[src/rtl/axi_pkg.sv]
`default_nettype none
// axi_pkg -- shared encodings, W FSM state and AW queue entry layout for the AXI write slave.
// Revision 1.0
package axi_pkg;

   localparam logic [1:0] BURST_FIXED = 2'd0;
   localparam logic [1:0] BURST_INCR  = 2'd1;
   localparam logic [1:0] BURST_WRAP  = 2'd2;

   localparam logic [1:0] RESP_OKAY   = 2'd0;
   localparam logic [1:0] RESP_SLVERR = 2'd2;

   typedef enum logic [0:0] {
      W_IDLE = 1'b0,
      W_DATA = 1'b1
   } w_state_e;

   // ID and address ride alongside this struct because their widths are per-instance.
   typedef struct packed {
      logic [7:0] len;
      logic [2:0] size;
      logic [1:0] burst;
   } aw_entry_t;

   function automatic logic wrap_len_ok(input logic [7:0] len);
      return (len == 8'd1) || (len == 8'd3) || (len == 8'd7) || (len == 8'd15);
   endfunction

endpackage
`default_nettype wire

[src/rtl/axi_write_slave_fsm_if.sv]
`default_nettype none
// axi_write_slave_fsm_if -- AXI write-channel bundle (AW, W, B) with manager/subordinate views.
// Revision 1.0
interface axi_write_slave_fsm_if #(
   parameter int AW  = 32,
   parameter int DW  = 64,
   parameter int IDW = 4
);
   logic [IDW-1:0]  axi_awid;
   logic [AW-1:0]   axi_awaddr;
   logic [7:0]      axi_awlen;
   logic [2:0]      axi_awsize;
   logic [1:0]      axi_awburst;
   logic            axi_awvalid;
   logic            axi_awready;
   logic [DW-1:0]   axi_wdata;
   logic [DW/8-1:0] axi_wstrb;
   logic            axi_wlast;
   logic            axi_wvalid;
   logic            axi_wready;
   logic [IDW-1:0]  axi_bid;
   logic [1:0]      axi_bresp;
   logic            axi_bvalid;
   logic            axi_bready;

   modport master (
      output axi_awid, axi_awaddr, axi_awlen, axi_awsize, axi_awburst, axi_awvalid,
      input  axi_awready,
      output axi_wdata, axi_wstrb, axi_wlast, axi_wvalid,
      input  axi_wready,
      input  axi_bid, axi_bresp, axi_bvalid,
      output axi_bready
   );

   modport slave (
      input  axi_awid, axi_awaddr, axi_awlen, axi_awsize, axi_awburst, axi_awvalid,
      output axi_awready,
      input  axi_wdata, axi_wstrb, axi_wlast, axi_wvalid,
      output axi_wready,
      output axi_bid, axi_bresp, axi_bvalid,
      input  axi_bready
   );
endinterface
`default_nettype wire

[src/rtl/axi_sync_fifo.sv]
`default_nettype none
// axi_sync_fifo -- single-clock FIFO with occupancy count; push when full / pop when empty are ignored.
// Revision 1.0
module axi_sync_fifo #(
   parameter int WIDTH = 8,
   parameter int DEPTH = 4
) (
   input  wire logic                     clk_i,
   input  wire logic                     rst_ni,
   input  wire logic                     push_i,
   input  wire logic [WIDTH-1:0]         data_i,
   input  wire logic                     pop_i,
   output logic      [WIDTH-1:0]         data_o,
   output logic                          full_o,
   output logic                          empty_o,
   output logic      [$clog2(DEPTH):0]   count_o
);
   localparam int PW = $clog2(DEPTH);
   localparam int CW = PW + 1;

   logic [WIDTH-1:0] mem_q [DEPTH];
   logic [PW-1:0]    wr_ptr_q;
   logic [PW-1:0]    rd_ptr_q;
   logic [CW-1:0]    count_q;
   logic             push;
   logic             pop;

   assign push = push_i && !full_o;
   assign pop  = pop_i && !empty_o;

   always_ff @(posedge clk_i or negedge rst_ni) begin
      if (!rst_ni) begin
         wr_ptr_q <= '0;
         rd_ptr_q <= '0;
         count_q  <= '0;
      end else begin
         if (push) wr_ptr_q <= wr_ptr_q + PW'(1);
         if (pop)  rd_ptr_q <= rd_ptr_q + PW'(1);
         count_q <= count_q + CW'(push) - CW'(pop);
      end
   end

   always_ff @(posedge clk_i) begin
      if (push) mem_q[wr_ptr_q] <= data_i;
   end

   assign data_o  = mem_q[rd_ptr_q];
   assign full_o  = (count_q == CW'(DEPTH));
   assign empty_o = (count_q == '0);
   assign count_o = count_q;

endmodule
`default_nettype wire

[src/rtl/axi_write_slave_fsm.sv]
`default_nettype none
// axi_write_slave_fsm -- AXI write slave: queued AW bursts, per-beat address generation, queued B responses.
// Revision 1.0
module axi_write_slave_fsm
   import axi_pkg::*;
#(
   parameter int AW              = 32,
   parameter int DW              = 64,
   parameter int IDW             = 4,
   parameter int MAX_OUTSTANDING = 4
) (
   input  wire logic            axi_aclk,
   input  wire logic            axi_aresetn,
   axi_write_slave_fsm_if.slave s_axi,
   output logic                 wr_en,
   output logic [AW-1:0]        wr_addr,
   output logic [DW-1:0]        wr_data,
   output logic [DW/8-1:0]      wr_strb,
   output logic                 busy
);
   localparam int MAX_SIZE = $clog2(DW/8);
   localparam int CW       = $clog2(MAX_OUTSTANDING) + 1;
   localparam int AQ_W     = IDW + AW + $bits(aw_entry_t);
   localparam int BQ_W     = IDW + 2;

   // AW queue
   logic [AQ_W-1:0] aw_din, aw_dout;
   logic            aw_push, aw_pop, aw_full, aw_empty, awready_q, awready_d;
   logic [CW-1:0]   aw_count;
   logic [IDW-1:0]  head_id;
   logic [AW-1:0]   head_addr;
   aw_entry_t       head_ctl;

   assign aw_din  = {s_axi.axi_awid, s_axi.axi_awaddr, s_axi.axi_awlen, s_axi.axi_awsize, s_axi.axi_awburst};
   assign aw_push = s_axi.axi_awvalid && awready_q && !aw_full;
   assign {head_id, head_addr, head_ctl} = aw_dout;

   axi_sync_fifo #(.WIDTH(AQ_W), .DEPTH(MAX_OUTSTANDING)) u_aw_q (
      .clk_i(axi_aclk), .rst_ni(axi_aresetn),
      .push_i(aw_push), .data_i(aw_din), .pop_i(aw_pop), .data_o(aw_dout),
      .full_o(aw_full), .empty_o(aw_empty), .count_o(aw_count)
   );

   assign awready_d = (aw_count + CW'(aw_push) - CW'(aw_pop)) < CW'(MAX_OUTSTANDING);

   // B queue
   logic [BQ_W-1:0] b_din, b_dout;
   logic            b_push, b_pop, b_full, b_empty;
   logic [CW-1:0]   b_count;

   axi_sync_fifo #(.WIDTH(BQ_W), .DEPTH(MAX_OUTSTANDING)) u_b_q (
      .clk_i(axi_aclk), .rst_ni(axi_aresetn),
      .push_i(b_push), .data_i(b_din), .pop_i(b_pop), .data_o(b_dout),
      .full_o(b_full), .empty_o(b_empty), .count_o(b_count)
   );

   assign b_pop             = s_axi.axi_bvalid && s_axi.axi_bready;
   assign s_axi.axi_bvalid  = !b_empty;
   assign s_axi.axi_bid     = b_empty ? '0 : b_dout[BQ_W-1:2];
   assign s_axi.axi_bresp   = b_empty ? '0 : b_dout[1:0];

   // Burst context and W FSM
   w_state_e        state_q, state_d;
   logic [IDW-1:0]  id_q;
   logic [AW-1:0]   addr_q, addr_d, incr, wrap_mask, size_mask;
   logic [7:0]      beats_left_q, len_q;
   logic [2:0]      size_q;
   logic [1:0]      burst_q;
   logic            illegal_q, lasterr_q, illegal, last_err, wready, w_hs;
   logic            wr_en_q;
   logic [AW-1:0]   wr_addr_q;
   logic [DW-1:0]   wr_data_q;
   logic [DW/8-1:0] wr_strb_q;

   assign w_hs     = s_axi.axi_wvalid && wready;
   assign last_err = s_axi.axi_wlast != (beats_left_q == 8'd0);
   assign b_din    = {id_q, (illegal_q || lasterr_q || last_err) ? RESP_SLVERR : RESP_OKAY};

   always_comb begin
      size_mask = (AW'(1) << head_ctl.size) - AW'(1);
      illegal   = (int'(head_ctl.size) > MAX_SIZE) || (head_ctl.burst == 2'd3) ||
                  ((head_ctl.burst == BURST_WRAP) &&
                   (!wrap_len_ok(head_ctl.len) || ((head_addr & size_mask) != '0)));
   end

   // Wrap keeps the upper address bits and lets only the container offset roll over.
   always_comb begin
      incr      = AW'(1) << size_q;
      wrap_mask = (AW'({1'b0, len_q} + 9'd1) << size_q) - AW'(1);
      case (burst_q)
         BURST_INCR: addr_d = addr_q + incr;
         BURST_WRAP: addr_d = (addr_q & ~wrap_mask) | ((addr_q + incr) & wrap_mask);
         default:    addr_d = addr_q;
      endcase
   end

   always_ff @(posedge axi_aclk or negedge axi_aresetn) begin
      if (!axi_aresetn) state_q <= W_IDLE;
      else              state_q <= state_d;
   end

   always_comb begin
      state_d = state_q;
      case (state_q)
         W_IDLE:  if (!aw_empty) state_d = W_DATA;
         W_DATA:  if (w_hs && (beats_left_q == 8'd0)) state_d = W_IDLE;
         default: state_d = W_IDLE;
      endcase
   end

   always_comb begin
      aw_pop = 1'b0;
      wready = 1'b0;
      b_push = 1'b0;
      case (state_q)
         W_IDLE: aw_pop = !aw_empty;
         W_DATA: begin
            wready = !b_full;
            b_push = s_axi.axi_wvalid && !b_full && (beats_left_q == 8'd0);
         end
         default: ;
      endcase
   end

   always_ff @(posedge axi_aclk or negedge axi_aresetn) begin
      if (!axi_aresetn) begin
         awready_q    <= 1'b0;
         id_q         <= '0;
         addr_q       <= '0;
         beats_left_q <= '0;
         len_q        <= '0;
         size_q       <= '0;
         burst_q      <= '0;
         illegal_q    <= 1'b0;
         lasterr_q    <= 1'b0;
         wr_en_q      <= 1'b0;
         wr_addr_q    <= '0;
         wr_data_q    <= '0;
         wr_strb_q    <= '0;
      end else begin
         awready_q <= awready_d;
         if (aw_pop) begin
            id_q         <= head_id;
            addr_q       <= head_addr;
            beats_left_q <= head_ctl.len;
            len_q        <= head_ctl.len;
            size_q       <= head_ctl.size;
            burst_q      <= head_ctl.burst;
            illegal_q    <= illegal;
            lasterr_q    <= 1'b0;
         end else if (w_hs) begin
            beats_left_q <= beats_left_q - 8'd1;
            addr_q       <= addr_d;
            lasterr_q    <= lasterr_q || last_err;
         end
         wr_en_q <= w_hs && !illegal_q;
         if (w_hs) begin
            wr_addr_q <= addr_q;
            wr_data_q <= s_axi.axi_wdata;
            wr_strb_q <= s_axi.axi_wstrb;
         end
      end
   end

   assign s_axi.axi_awready = awready_q;
   assign s_axi.axi_wready  = wready;
   assign wr_en   = wr_en_q;
   assign wr_addr = wr_addr_q;
   assign wr_data = wr_data_q;
   assign wr_strb = wr_strb_q;
   assign busy    = !aw_empty || (state_q == W_DATA) || (b_count != '0);

endmodule
`default_nettype wire

[src/flat_wrapper.sv]
// flat-port wrapper written by rule: the top's interface ports become plain ports
module axi_write_slave_fsm_flat import axi_pkg::*;
#(
   parameter int AW              = 32,
   parameter int DW              = 64,
   parameter int IDW             = 4,
   parameter int MAX_OUTSTANDING = 4
)
  (axi_aclk, axi_aresetn, wr_en, wr_addr, wr_data, wr_strb, busy, s_axi_axi_awid, s_axi_axi_awaddr, s_axi_axi_awlen, s_axi_axi_awsize, s_axi_axi_awburst, s_axi_axi_awvalid, s_axi_axi_awready, s_axi_axi_wdata, s_axi_axi_wstrb, s_axi_axi_wlast, s_axi_axi_wvalid, s_axi_axi_wready, s_axi_axi_bid, s_axi_axi_bresp, s_axi_axi_bvalid, s_axi_axi_bready);
  axi_write_slave_fsm_if #(.AW(AW), .DW(DW), .IDW(IDW)) s_axi_i ();
  input  wire logic axi_aclk;
  input  wire logic axi_aresetn;
  output logic wr_en;
  output logic [AW-1:0] wr_addr;
  output logic [DW-1:0] wr_data;
  output logic [DW/8-1:0] wr_strb;
  output logic busy;
  input wire logic [$bits(s_axi_i.axi_awid)-1:0] s_axi_axi_awid;
  input wire logic [$bits(s_axi_i.axi_awaddr)-1:0] s_axi_axi_awaddr;
  input wire logic [$bits(s_axi_i.axi_awlen)-1:0] s_axi_axi_awlen;
  input wire logic [$bits(s_axi_i.axi_awsize)-1:0] s_axi_axi_awsize;
  input wire logic [$bits(s_axi_i.axi_awburst)-1:0] s_axi_axi_awburst;
  input wire logic [$bits(s_axi_i.axi_awvalid)-1:0] s_axi_axi_awvalid;
  output wire logic [$bits(s_axi_i.axi_awready)-1:0] s_axi_axi_awready;
  input wire logic [$bits(s_axi_i.axi_wdata)-1:0] s_axi_axi_wdata;
  input wire logic [$bits(s_axi_i.axi_wstrb)-1:0] s_axi_axi_wstrb;
  input wire logic [$bits(s_axi_i.axi_wlast)-1:0] s_axi_axi_wlast;
  input wire logic [$bits(s_axi_i.axi_wvalid)-1:0] s_axi_axi_wvalid;
  output wire logic [$bits(s_axi_i.axi_wready)-1:0] s_axi_axi_wready;
  output wire logic [$bits(s_axi_i.axi_bid)-1:0] s_axi_axi_bid;
  output wire logic [$bits(s_axi_i.axi_bresp)-1:0] s_axi_axi_bresp;
  output wire logic [$bits(s_axi_i.axi_bvalid)-1:0] s_axi_axi_bvalid;
  input wire logic [$bits(s_axi_i.axi_bready)-1:0] s_axi_axi_bready;
  assign s_axi_i.axi_awid = s_axi_axi_awid;
  assign s_axi_i.axi_awaddr = s_axi_axi_awaddr;
  assign s_axi_i.axi_awlen = s_axi_axi_awlen;
  assign s_axi_i.axi_awsize = s_axi_axi_awsize;
  assign s_axi_i.axi_awburst = s_axi_axi_awburst;
  assign s_axi_i.axi_awvalid = s_axi_axi_awvalid;
  assign s_axi_axi_awready = s_axi_i.axi_awready;
  assign s_axi_i.axi_wdata = s_axi_axi_wdata;
  assign s_axi_i.axi_wstrb = s_axi_axi_wstrb;
  assign s_axi_i.axi_wlast = s_axi_axi_wlast;
  assign s_axi_i.axi_wvalid = s_axi_axi_wvalid;
  assign s_axi_axi_wready = s_axi_i.axi_wready;
  assign s_axi_axi_bid = s_axi_i.axi_bid;
  assign s_axi_axi_bresp = s_axi_i.axi_bresp;
  assign s_axi_axi_bvalid = s_axi_i.axi_bvalid;
  assign s_axi_i.axi_bready = s_axi_axi_bready;
  axi_write_slave_fsm #(.AW(AW), .DW(DW), .IDW(IDW), .MAX_OUTSTANDING(MAX_OUTSTANDING)) u_core (.axi_aclk(axi_aclk), .axi_aresetn(axi_aresetn), .s_axi(s_axi_i), .wr_en(wr_en), .wr_addr(wr_addr), .wr_data(wr_data), .wr_strb(wr_strb), .busy(busy));
endmodule
[config.mk]
export PLATFORM = sky130hd
export DESIGN_NAME = axi_write_slave_fsm_flat
export DESIGN_NICKNAME = d
export VERILOG_FILES = /design/src/rtl/axi_pkg.sv /design/src/rtl/axi_write_slave_fsm_if.sv /design/src/rtl/axi_sync_fifo.sv /design/src/rtl/axi_write_slave_fsm.sv /design/src/flat_wrapper.sv
export SDC_FILE = /design/constraint.sdc
export NUM_CORES = 1
export LEC_CHECK = 0
export CAP_MARGIN = 20
export CORE_ASPECT_RATIO = 0.8
export CORE_MARGIN = 4
export CORE_UTILIZATION = 45
export CTS_CLUSTER_DIAMETER = 120
export CTS_CLUSTER_SIZE = 28
export DETAILED_ROUTE_END_ITERATION = 10
export GPL_TIMING_DRIVEN = 0
export PLACE_DENSITY = 0.69
export SLEW_MARGIN = 20
export SYNTH_ARGS = -nofsm -noshare
export SYNTH_HDL_FRONTEND = slang
export SYNTH_SLANG_ARGS = --single-unit
[constraint.sdc]
create_clock -name axi_aclk -period 6.1 [get_ports axi_aclk]
set_input_delay 1.525 -clock axi_aclk [delete_from_list [all_inputs] [get_ports axi_aclk]]
set_output_delay 1.525 -clock axi_aclk [all_outputs]
set_load 0.03 [all_outputs]
; Word-level counts from Yosys, hierarchy flattened
; Memories as Yosys holds them, arrays and structs flattened.
; Cells that the tools add are included.
[totals]
register_bits = 180
mem_bits_rw = 220
memories = 2
word_cells = 117
[memory_table]
columns = name, words, width, rd, rd_ports_with_merged_regs, wr, line
row1 = u_core.u_aw_q.mem_q, 4, 49, 1, 0, 1, axi_sync_fifo.sv:21  ; logic [WIDTH-1:0] mem_q [DEPTH];
row2 = u_core.u_b_q.mem_q, 4, 6, 1, 0, 1, axi_sync_fifo.sv:21
[op_classes]
n_addsub = 15
n_shift = 3
n_lt_le_gt_ge = 2
reduce_logical = 38
muxes = 20
bitwise = 6
eq_ne = 11
[op_table]
columns = operator, count
row1 = $and A32 B32 Y32, 3
row2 = $mux W32, 2
row3 = $pmux W32 S2, 1
row4 = $shl A1 B3 Y32 const A, 2
row5 = $add A32 B32 Y32, 1
row6 = $not A32 Y32, 1
row7 = $or A32 B32 Y32, 1
row8 = $reduce_bool A32 Y1, 1
row9 = $shl A32 B3 Y32, 1
row10 = $sub A32 B1 Y32 const B, 1
row11 = $sub A32 B2 Y32 const B, 1
row12 = $mux W8, 2
row13 = $logic_and A1 B1 Y1, 13
row14 = $logic_or A1 B1 Y1, 11
row15 = $mux W1, 11
row16 = $add A3 B1 Y3, 3
row17 = $add A8 B1 Y9 const B, 1
row18 = $sub A3 B1 Y3, 3
row19 = $add A2 B1 Y2 const B, 4
row20 = $eq A8 B1 Y1 const B, 1
row21 = $eq A8 B2 Y1 const B, 1
row22 = $eq A8 B3 Y1 const B, 1
row23 = $eq A8 B4 Y1 const B, 1
row24 = $logic_not A8 Y1, 1
row25 = other kinds (16), 27

; Logic depth before layout (Yosys ltp)
[logic_depth]
ltp_word = 9
ltp_mapped = 16
depth_no_buf = 14

; Modules after synthesis
; Synthesis repeated with hierarchy kept, for this count alone.
[unflattened]
cells_unflattened = 1448
area_unflattened_um2 = 17947.2
[modules_own_cells]
columns = module, seq_area_each_um2, n_inst, area_per_inst_um2, cells_per_inst
row1 = axi_write_slave_fsm, 4154.0, 1, 9011.1, 1077
row2 = axi_sync_fifo at u_core.u_aw_q, 6060.8, 1, 7602.3, 298
row3 = axi_sync_fifo at u_core.u_b_q, 895.9, 1, 1333.8, 73

; Least setup slack after synthesis
; OpenSTA, ideal clock, no wires.
[synth_path]
kind = reg2reg
from = register u_core.size_q[2]
to = register with a tool-made name
path_buffers = 3
arrival_time_ns = 3.642
required_time_ns = 6.018
setup_time_ns = 0.082
slack_ns = 2.376
period_less_slack_ns = 3.724
path_stages_with_launch = 17
path_cell_list = dfrtp_1 buf_1 clkbuf_1 buf_1 nor2_1 ha_1 inv_1 fa_1 nor2b_1 o21a_1 o21ai_0 a211oi_1 nand2_1 nor2_1 nand2_1 or3b_1 a31oi_1
[synth_rtl]
columns = element, line
row1 = "start, declared", axi_write_slave_fsm.sv:67  ; logic [2:0] size_q;
row2 = "start signal, assigned", axi_write_slave_fsm.sv:147  ; size_q <= head_ctl.size;

==> metrics.txt <==
overall global routing resource usage=21.5%; CTS tree=built; vias in the first global route=12,400; synthesized area=17,800 µm²; Max Clk Rate=203 MHz; antenna violations before repair=0; Nets=1,930; final hold violations=0; Clock transition at path regs=0.11 ns; Filler cells=3,301; largest net degree at the start of global routing=86; Synth Area in Simple Gates=15.6%; EDFF count, synth=roughly 220; Clk pwr share=13.9%; worst stage delay on the critical path=0.84 ns; share of cells above drive strength 1=6.57%; Worst setup SP type=flop; Yosys Warn Count=0; hold_ws=around 0.48 ns; core area=roughly 39,000 µm²; routed wire length=~47 mm; Period Utilization, post-route=80.6%; initial core utilization=~46%; Fin Clk Skew=0.0249 ns; critical-path maximum fanout=10; Setup TNS Final=0 ns; Die X=230 µm; internal power=0.00595 W; sequential-to-total area share from yosys stat=around 62%; Net Sw Power=0.00416 W; xor/xnor cell area share of the yosys netlist=1.68%; slew of the pin with the lowest slew margin=0.990 ns; critical path capture point type=flop; outcome=complete, no violations; post-layout min period=4.92 ns; multiplexer share of the synthesized area=7.49%; WP buf/inv=4; Final ANT Viol Nets=0; P&R area growth vs syn=21.1%; adder-cell share of the synthesized area=2.38%; Top-Level Pins=242; Synth async-reset ratio=45.5%; Via density=~5.5; wire per inst=slightly above 20 µm; first-pass GRT wire length=72.2 mm; Rows=64; syn avg cell area=11.8 µm²; count of cell types in the netlist=76; Die ar.=about 43,000 µm²; switch share=41.1%; root buffer cell=clkbuf_16; drt drc=0; Synth Flop Type=edfxtp_1; post-DP HPWL=34.9 mm; Clock Path Buffers=3; Finished Core Util=a little under three fifths; RSZ-0062 raised after global routing=false; CTS Hold Bufs=0; n_diodes=0; slew margin rel.=33.6%; IO buf count=240; Cell Pwr Density=470 nW/µm²; final setup fails=0; crit path cell chain=buf_1 -> clkbuf_1 -> buf_1 -> nor2_1 -> ha_1 -> inv_1 -> fa_1 -> nor2b_1 -> o21a_1 -> o21ai_0 -> a211oi_1 -> nand2_1 -> nor2_1 -> nand2_1 -> or3b_1 -> a31oi_1; Initial DRT Pass Iterations=5; setup ws final=1.18 ns; total gr overflow=0; post-CTS repair timing setup buffer count=0; Slew Viols, Final=0; Place WS=1.40 ns; CP arrival=5.39 ns; crit-path leading delay family=simple AND/OR/NAND/NOR gates; LEAKAGE=roughly 8.4 nW; GP Congestion=0.945; max-cap viol count=0; HP Class=flop to flop; vias=12,700; Yosys reg bits=396; largest family of logic cells by synthesized area=simple AND/OR/NAND/NOR gates; VDD IR-drop max=210 µV; post-cts sizing count=0; TritonCTS buffer count=18; Clk Latency, worst-skew pair=~0.55 ns; H-Tree Depth=1; Worst Path Required=6.57 ns; Syn Nets=~1,700; Reg power frac=39.0%; Logic pwr share=47.1%; CP Class=flop to flop; Clock Sinks=396; First DRT Iteration DRCs=1,218; Compound-Gate Fraction of Synth Area=8.36%; Slowest-stage cell, CP=a211oi_1; Chip Height=roughly 190 µm; Post-Synthesis Cells=roughly 1,500
cells by family (layout without fill, tap and decap cells):
kind of cell             Yosys count  in the layout
AO/OA/AOI/OAI                    220            220
XOR/XNOR                          34             34
adder cells (fa/ha/maj)           32             32
buffers and inverters            118            393
flip-flops                       396            396
multiplexers                      65             65
other                              1              1
AND/OR/NAND/NOR                  640            640
synth_stat cells (all sizes together) (14+ instances only):
cell type	n	area, µm²
nand2	431	1620
edfxtp	216	6490
dfrtp	180	4500
nor2	63	236
o21ai	57	285
clkbuf	55	206
mux4	54	1220
a21oi	48	240
inv	35	131
ha	29	363
buf	24	116
nand3	23	125
nor3	20	100
and2	19	119
xnor2	19	166
xor2	15	131
nand2b	14	87.6
or3	14	87.6
power groups by stage:
stage | clock (W) | combinational [W] | sequential, W
floorplan | 0 | 0.00253 | 0.00445
global placement | 0 | 0.00463 | 0.00398
detailed placement | 0 | 0.00474 | 0.00400
CTS | 0.00145 | 0.00476 | 0.00394
global route | 0.00156 | 0.00518 | 0.00403
finish | 0.00141 | 0.00476 | 0.00394
cells in the final DEF, fill, tap and decap left out, types with 13 or more instances in the layout:
cell,instances
a31oi_1,13
o211ai_1,13
nand2b_1,14
nand3_1,21
and2_1,14
mux4_2,54
dfrtp_1,180
clkdlybuf4s50_1,239
edfxtp_1,216
ha_1,29
nor3_1,20
or3_1,14
nor2_1,63
nand2_1,430
inv_1,35
clkbuf_1,64
xor2_1,15
o21ai_0,56
a21oi_1,48
xnor2_1,19
clkbuf_16,18
flip-flops by register name, indices dropped and copies added (netlist names), 2 cells and up, named ones only:
signal                  count
u_core.u_aw_q.wr_ptr_q      2
u_core.len_q                8
u_core.size_q               3
u_core.u_aw_q.mem_q       196
u_core.u_b_q.mem_q         20
u_core.id_q                 4
u_core.wr_strb              8
u_core.u_b_q.rd_ptr_q       2
u_core.burst_q              2
u_core.u_b_q.count_o        3
u_core.u_b_q.wr_ptr_q       2
u_core.beats_left_q         8
u_core.u_aw_q.rd_ptr_q      2
u_core.wr_data             64
u_core.wr_addr             32
u_core.u_aw_q.count_o       3
layer usage:
layer,vias to the layer above,GRT usage [%],part of all wire (%)
met4,0,5.73,3.0
met5,-,0,0
li1,5894,-,-
met1,6336,31.4,45
met3,71,4.76,7.0
met2,444,33.2,45
worst paths after layout:
path / cells past startpoint / slack (ns) / start / to
worst max register to register: 16 / 1.18 / u_core.size_q[2] / flop
worst min-delay path: 2 / 0.48 / u_core.wr_data[44] / u_core.wr_data[44]
worst min register to register: 2 / 0.48 / u_core.wr_data[44] / u_core.wr_data[44]
worst max-delay path: 16 / 1.18 / u_core.size_q[2] / flop
min in group asynchronous: 1 / 0.82 / axi_aresetn / u_core.wr_data[11]
max in group asynchronous: 3 / 4.20 / axi_aresetn / u_core.wr_addr[18]
final cells by class:
cell class / count / area, µm² / area share, %
clock inverters: 3 / 45.0 / 0.209
multi-input cells: 992 / 6320 / 29.4
plain buffers: 79 / 323 / 1.50
well taps: 528 / 661 / 3.07
clock buffers: 27 / 484 / 2.25
repair buffers: 245 / 2540 / 11.8
inverters: 39 / 146 / 0.680
flip-flops and latches: 396 / 11000 / 51.1
per-stage QoR:
step | instances | area [µm²] | total power, W
4_1_cts | 2309 | 21500 | 0.0101
3_5_place_dp | 2279 | 21000 | 0.00874
2_1_floorplan | 1506 | 17800 | 0.00699
5_1_grt | 2309 | 21500 | 0.0108
3_3_place_gp | 2274 | 20800 | 0.00861
6_report | 2309 | 21500 | 0.0101
worst register-to-register path, cell delays in order, from the launching register on:
cell	delay, ns
dfrtp_1	0.44
buf_1	0.29
clkbuf_1	0.30
buf_1	0.29
nor2_1	0.26
ha_1	0.26
inv_1	0.07
fa_1	0.40
nor2b_1	0.20
o21a_1	0.16
o21ai_0	0.16
a211oi_1	0.84
nand2_1	0.29
nor2_1	0.27
nand2_1	0.10
or3b_1	0.37
a31oi_1	0.16
(Power assumes the default switching activity.)
